[config.mk]
export PLATFORM = sky130hd
export DESIGN_NAME = hazard_scoreboard_flat
export DESIGN_NICKNAME = d
export VERILOG_FILES = /design/src/rtl/hazard_scoreboard_if.sv /design/src/rtl/hazard_scoreboard.sv /design/src/flat_wrapper.sv
export SDC_FILE = /design/constraint.sdc
export NUM_CORES = 1
export LEC_CHECK = 0
export ABC_AREA = 1
export BUFFER_PORTS_ARGS = -buffer_cell sky130_fd_sc_hd__buf_2
export CORE_MARGIN = 8
export CORE_UTILIZATION = 54
export DETAILED_ROUTE_END_ITERATION = 8
export MAX_ROUTING_LAYER = met4
export PLACE_DENSITY = 0.87
export RECOVER_POWER = 50
export REMOVE_ABC_BUFFERS = 1
export SLEW_MARGIN = 15
export SYNTH_ARGS = -nofsm -noshare
export SYNTH_HDL_FRONTEND = slang
export SYNTH_SLANG_ARGS = --single-unit
[constraint.sdc]
create_clock -name clk -period 1.99 [get_ports clk]
set_input_delay 0.0995 -clock clk [delete_from_list [all_inputs] [get_ports clk]]
set_output_delay 0.0995 -clock clk [all_outputs]
set_load 0.01 [all_outputs]
[src/rtl/hazard_scoreboard_if.sv]
// Hazard-controller bundle: ID-stage decode, EXE branch decision, global hold
// in; stall/bubble/flush controls and performance counters out.
interface hazard_scoreboard_if #(
  parameter int unsigned CNT_W = 16
);
  logic             id_valid;
  logic [4:0]       id_src1;
  logic [4:0]       id_src2;
  logic             id_use_src2;
  logic             id_wb_en;
  logic [4:0]       id_dest;
  logic             id_mem_read;
  logic             br_taken;
  logic             mem_freeze;
  logic             stall;
  logic             bubble;
  logic             flush;
  logic [CNT_W-1:0] stall_cnt;
  logic [CNT_W-1:0] flush_cnt;

  modport master (
    output id_valid, id_src1, id_src2, id_use_src2, id_wb_en, id_dest,
           id_mem_read, br_taken, mem_freeze,
    input  stall, bubble, flush, stall_cnt, flush_cnt
  );

  modport slave (
    input  id_valid, id_src1, id_src2, id_use_src2, id_wb_en, id_dest,
           id_mem_read, br_taken, mem_freeze,
    output stall, bubble, flush, stall_cnt, flush_cnt
  );
endinterface

[src/rtl/hazard_scoreboard.sv]
// Five-stage pipeline hazard controller: tracks EXE/MEM/WB destinations in a
// shift scoreboard and raises stall, bubble and flush for the ID stage.
module hazard_scoreboard #(
  parameter bit          FWD_EN       = 1'b0,
  parameter bit          WB_BYPASS    = 1'b1,
  parameter bit          R0_HARDWIRED = 1'b0,
  parameter int unsigned CNT_W        = 16
) (
  input logic              clk,
  input logic              rst,
  hazard_scoreboard_if.slave sb
);

  typedef struct packed {
    logic       v;
    logic [4:0] dest;
    logic       ld;
  } sb_entry_t;

  sb_entry_t        e_q, e_d;
  sb_entry_t        m_q, m_d;
  sb_entry_t        w_q, w_d;
  logic [CNT_W-1:0] stall_cnt_q, stall_cnt_d;
  logic [CNT_W-1:0] flush_cnt_q, flush_cnt_d;

  logic hit_e, hit_m, hit_w;
  logic hz;
  logic stall, flush, bubble;

  function automatic logic src_match(input sb_entry_t x, input logic [4:0] src);
    src_match = x.v && (x.dest == src) && !(R0_HARDWIRED && (x.dest == 5'd0));
  endfunction

  function automatic logic entry_hit(input sb_entry_t x, input logic [4:0] s1,
                                     input logic [4:0] s2, input logic use2);
    entry_hit = src_match(x, s1) || (use2 && src_match(x, s2));
  endfunction

  always_comb begin
    hit_e = entry_hit(e_q, sb.id_src1, sb.id_src2, sb.id_use_src2);
    hit_m = entry_hit(m_q, sb.id_src1, sb.id_src2, sb.id_use_src2);
    hit_w = entry_hit(w_q, sb.id_src1, sb.id_src2, sb.id_use_src2);
    if (FWD_EN) begin
      hz = sb.id_valid && e_q.ld && hit_e;
    end else begin
      hz = sb.id_valid && (hit_e || hit_m || (!WB_BYPASS && hit_w));
    end
    // Flush wins over stall: the stalled instruction is being killed anyway.
    flush  = sb.br_taken && !rst;
    stall  = hz && !sb.br_taken && !rst;
    bubble = stall || flush;
  end

  always_comb begin
    e_d         = e_q;
    m_d         = m_q;
    w_d         = w_q;
    stall_cnt_d = stall_cnt_q;
    flush_cnt_d = flush_cnt_q;
    if (!sb.mem_freeze) begin
      w_d = m_q;
      m_d = e_q;
      e_d = '0;
      if (sb.id_valid && sb.id_wb_en && !bubble) begin
        e_d.v    = 1'b1;
        e_d.dest = sb.id_dest;
        e_d.ld   = sb.id_mem_read;
      end
      if (stall && (stall_cnt_q != '1)) begin
        stall_cnt_d = stall_cnt_q + CNT_W'(1);
      end
      if (flush && (flush_cnt_q != '1)) begin
        flush_cnt_d = flush_cnt_q + CNT_W'(1);
      end
    end
  end

  always_ff @(posedge clk or posedge rst) begin
    if (rst) begin
      e_q         <= '0;
      m_q         <= '0;
      w_q         <= '0;
      stall_cnt_q <= '0;
      flush_cnt_q <= '0;
    end else begin
      e_q         <= e_d;
      m_q         <= m_d;
      w_q         <= w_d;
      stall_cnt_q <= stall_cnt_d;
      flush_cnt_q <= flush_cnt_d;
    end
  end

  assign sb.stall     = stall;
  assign sb.bubble    = bubble;
  assign sb.flush     = flush;
  assign sb.stall_cnt = stall_cnt_q;
  assign sb.flush_cnt = flush_cnt_q;

endmodule

[src/flat_wrapper.sv]
// flat-port wrapper written by rule: the top's interface ports become plain ports
module hazard_scoreboard_flat 
#(
  parameter bit          FWD_EN       = 1'b0,
  parameter bit          WB_BYPASS    = 1'b1,
  parameter bit          R0_HARDWIRED = 1'b0,
  parameter int unsigned CNT_W        = 16
)
  (clk, rst, sb_id_valid, sb_id_src1, sb_id_src2, sb_id_use_src2, sb_id_wb_en, sb_id_dest, sb_id_mem_read, sb_br_taken, sb_mem_freeze, sb_stall, sb_bubble, sb_flush, sb_stall_cnt, sb_flush_cnt);
  hazard_scoreboard_if #(.CNT_W(CNT_W)) sb_i ();
  input logic clk;
  input logic rst;
  input wire logic [$bits(sb_i.id_valid)-1:0] sb_id_valid;
  input wire logic [$bits(sb_i.id_src1)-1:0] sb_id_src1;
  input wire logic [$bits(sb_i.id_src2)-1:0] sb_id_src2;
  input wire logic [$bits(sb_i.id_use_src2)-1:0] sb_id_use_src2;
  input wire logic [$bits(sb_i.id_wb_en)-1:0] sb_id_wb_en;
  input wire logic [$bits(sb_i.id_dest)-1:0] sb_id_dest;
  input wire logic [$bits(sb_i.id_mem_read)-1:0] sb_id_mem_read;
  input wire logic [$bits(sb_i.br_taken)-1:0] sb_br_taken;
  input wire logic [$bits(sb_i.mem_freeze)-1:0] sb_mem_freeze;
  output wire logic [$bits(sb_i.stall)-1:0] sb_stall;
  output wire logic [$bits(sb_i.bubble)-1:0] sb_bubble;
  output wire logic [$bits(sb_i.flush)-1:0] sb_flush;
  output wire logic [$bits(sb_i.stall_cnt)-1:0] sb_stall_cnt;
  output wire logic [$bits(sb_i.flush_cnt)-1:0] sb_flush_cnt;
  assign sb_i.id_valid = sb_id_valid;
  assign sb_i.id_src1 = sb_id_src1;
  assign sb_i.id_src2 = sb_id_src2;
  assign sb_i.id_use_src2 = sb_id_use_src2;
  assign sb_i.id_wb_en = sb_id_wb_en;
  assign sb_i.id_dest = sb_id_dest;
  assign sb_i.id_mem_read = sb_id_mem_read;
  assign sb_i.br_taken = sb_br_taken;
  assign sb_i.mem_freeze = sb_mem_freeze;
  assign sb_stall = sb_i.stall;
  assign sb_bubble = sb_i.bubble;
  assign sb_flush = sb_i.flush;
  assign sb_stall_cnt = sb_i.stall_cnt;
  assign sb_flush_cnt = sb_i.flush_cnt;
  hazard_scoreboard #(.FWD_EN(FWD_EN), .WB_BYPASS(WB_BYPASS), .R0_HARDWIRED(R0_HARDWIRED), .CNT_W(CNT_W)) u_core (.clk(clk), .rst(rst), .sb(sb_i));
endmodule
==> impl_metrics.env <==
export IMPL_status="finished clean"
export IMPL_first_pass_iters=4
export IMPL_synthArstFlopShare_pct=100
export IMPL_grt_pass1_wl_um=10600
export IMPL_avgViaCountPerCell=5.13
export IMPL_syn_area_um2=2610
export IMPL_avgSynthCellArea_um2=7.20
export IMPL_synth_edff_count=0
export IMPL_yosysTopAreaCellShare_pct=42.1
export IMPL_synthDistinctLibCells=26
export IMPL_dpl_instance_area_um2=2950
export IMPL_hold_depth=3
export IMPL_power_frac_comb_pct=15.1
export IMPL_detail_route_antenna_nets=0
export IMPL_initial_core_util_pct=55.7
export IMPL_vdd_drop_max_uv=711
export IMPL_arrival_ns=2.07
export IMPL_io_pins=58
export IMPL_timing_fmax_mhz=531
export IMPL_h_tree_depth=2
export IMPL_worst_path_max_fanout=8
export IMPL_cp_start_kind="flop"
export IMPL_grt_pass1_vias=2445
export IMPL_finalClockSkew_ns=0.0102
export IMPL_grt_total_usage_pct=18.2
export IMPL_grt_setup_unrepaired="yes"
export IMPL_worst_ep_required_time_ns=2.18
export IMPL_powerDensity_nw_per_um2=687
export IMPL_switchingPower_uw=563
export IMPL_rows=25
export IMPL_finalHoldViolations=0
export IMPL_areaGrowthSynthToFinish_pct=19.5
export IMPL_die_w_um=85.6
export IMPL_core_um2=4690
export IMPL_yosys_register_bits=44
export IMPL_num_fill_cells=420
export IMPL_yosysWarnings=0
export IMPL_clk_pin_slew_ns=0.08
export IMPL_synthTopCellsByArea="dfrtp_1 (42%), nand2_1 (21%), xor2_1 (7.0%)"
export IMPL_clock_path_buffers=2
export IMPL_drt_wl_total_um=6200
export IMPL_layout_common_cells="nand2_1 (148), dfrtp_1 (44), buf_2 (42)"
export IMPL_period_share_pct=94.7
export IMPL_hold_path_end="u_core.e_q[3]"
export IMPL_grt_antenna_before_repair=0
export IMPL_postSynthCellCount=363
export IMPL_pwr_share_seq_pct=48.2
export IMPL_reg2reg_from="u_core.sb.flush_cnt[0]"
export IMPL_cts_tree="yes"
export IMPL_wl_per_cell_um=12.9
export IMPL_internal_power_uw=1580
export IMPL_place_inst=471
export IMPL_drc=0
export IMPL_clockRootBuffer="clkbuf_8"
export IMPL_worstMarginPinSlew_ns=1.05
export IMPL_yosys_area_top_type="dfrtp_1"
export IMPL_layout_nets=453
export IMPL_timing_hold_ws_ns=0.0507
export IMPL_instances_no_fill=482
export IMPL_die_h_um=85.6
export IMPL_worstHoldStart="sb_id_dest[2]"
export IMPL_grt_ovfl_total=0
export IMPL_synthFlopType="dfrtp_1"
export IMPL_post_dp_hpwl_um=4640
export IMPL_cts_sinks=44
export IMPL_vias=2473
export IMPL_die_area_um2=7320
export IMPL_gp_congestion=0.950
export IMPL_clkLatencyLatePin_ns=0.30
export IMPL_period_minus_slack_ns=1.88
export IMPL_layout_drive_gt1_share_pct=16.4
export IMPL_rr_worst_depth=8
export IMPL_crit_type="flop to flop"
export IMPL_hold_class="input port to flop"
export IMPL_drt_iter0_drc=148
export IMPL_endpoint_kind="flop"
export IMPL_stdcell_area_um2=3120
export IMPL_setup_viol=0
export IMPL_slew_viol_final=0
export IMPL_swShare_pct=26.3
export IMPL_ff2ff_setup_slack_ns=0.11
export IMPL_seq_area_frac_synth_pct=42.1
export IMPL_clkPwrFrac_pct=36.8
export IMPL_r2r_end="u_core.sb.flush_cnt[15]"
export IMPL_grt_start_max_net_pins=45
export IMPL_p_leak_uw=0.00174
export IMPL_numCtsBuffers=5
export IMPL_num_antenna_cells=0
export IMPL_relSlewSlack_pct=30.1
export IMPL_drv_cap=0
export IMPL_port_buffers=56
export IMPL_final_common_cell="nand2_1"
==> power by group through the flow <==
stage	registers, uW	logic (uW)	clock network [uW]
6_report	1030	324	788
5_1_grt	1040	373	846
4_1_cts	1030	317	802
3_5_place_dp	1050	314	0
3_3_place_gp	1040	306	0
2_1_floorplan	1060	164	0
==> cell families (layout without fill, tap and decap cells) <==
family / Yosys count / in the layout / share of synthesized area [%]
adder cells (fa/ha/maj): 2 / 2 / 0.958
flip-flops: 44 / 44 / 42.1
multiplexers: 2 / 2 / 0.862
buffers and inverters: 51 / 116 / 7.95
AO/OA/AOI/OAI: 9 / 9 / 1.72
XOR/XNOR: 31 / 31 / 10.4
AND/OR/NAND/NOR: 224 / 224 / 36.0
==> cells in the mapped netlist, types with 2 or more instances <==
cell	n
buf_4	2
clkbuf_1	2
dfrtp_1	44
ha_1	2
inv_1	37
inv_2	8
mux2_2	2
nand2_1	149
nand3_1	17
nand4_1	12
nor2_1	30
nor2_2	2
nor3_1	5
nor4_1	3
o21ai_0	8
xnor2_1	10
xor2_1	21
==> worst max-delay path, stage by stage (launching register included) <==
cell	delay, ns
dfrtp_1	0.43
ha_1	0.22
inv_1	0.11
nor3_2	0.07
nand3_1	0.10
nand3_1	0.24
nor2_1	0.32
nand3_1	0.13
xor2_1	0.16
==> state kept, by name, indices dropped and copies added (netlist names) <==
| name | cells |
|---|---|
| u_core.e_q | 6 |
| u_core.sb.flush_cnt | 16 |
| u_core.sb.stall_cnt | 16 |
| u_core.m_q | 6 |
==> what timing repair did <==
item | 4_1_cts | 5_1_grt
buffers inserted | 0 | 3
hold endpoints to repair | 44 | 0
hold buffers | 1 | 0
setup endpoints to repair | 0 | 16
gates resized for setup | 0 | 4
==> area by class of cell <==
type | count | area [um^2] | area share [%]
Clock buffer | 5 | 68.8 | 2.20
Clock inverter | 2 | 60.1 | 1.92
Inverter | 45 | 169 | 5.41
Multi-Input combinational cell | 268 | 1320 | 42.3
Sequential cell | 44 | 1100 | 35.3
Tap cell | 54 | 67.6 | 2.16
Timing Repair Buffer | 64 | 335 | 10.7
==> metrics by stage <==
stage | setup slack [ns] | TNS (ns) | utilization [%] | power [uW]
after floorplan | -0.582 | -6.55 | - | 1230
after global placement | 0.238 | 0 | 62.9 | 1350
after detailed placement | 0.104 | 0 | 62.9 | 1360
after CTS | 0.0807 | 0 | 65.9 | 2150
after global routing | -0.0429 | -0.165 | 66.6 | 2260
final | 0.106 | 0 | 66.6 | 2140
==> per-layer routing <==
metal	vias to the layer above	part of all wire, %	track usage [%]	wire length, um
met5	-	0	-	0
met4	0	1.6	5.89	97
met3	10	6.9	4.68	427
met2	84	47	29.2	2950
met1	1130	44	21.7	2730
li1	1249	-	-	-
==> worst max-delay path by stage <==
stage,endpoint,slack [ns],startpoint
2_1_floorplan,u_core.sb.flush_cnt[13],-0.58,rst
3_3_place_gp,u_core.sb.flush_cnt[15],0.24,u_core.sb.flush_cnt[0]
3_5_place_dp,u_core.sb.flush_cnt[5],0.10,u_core.sb.flush_cnt[0]
4_1_cts,u_core.sb.flush_cnt[5],0.08,u_core.sb.flush_cnt[0]
5_1_grt,sb_stall,-0.04,rst
6_report,u_core.sb.flush_cnt[15],0.11,u_core.sb.flush_cnt[0]
No activity file was read; power rests on OpenSTA's default activity.
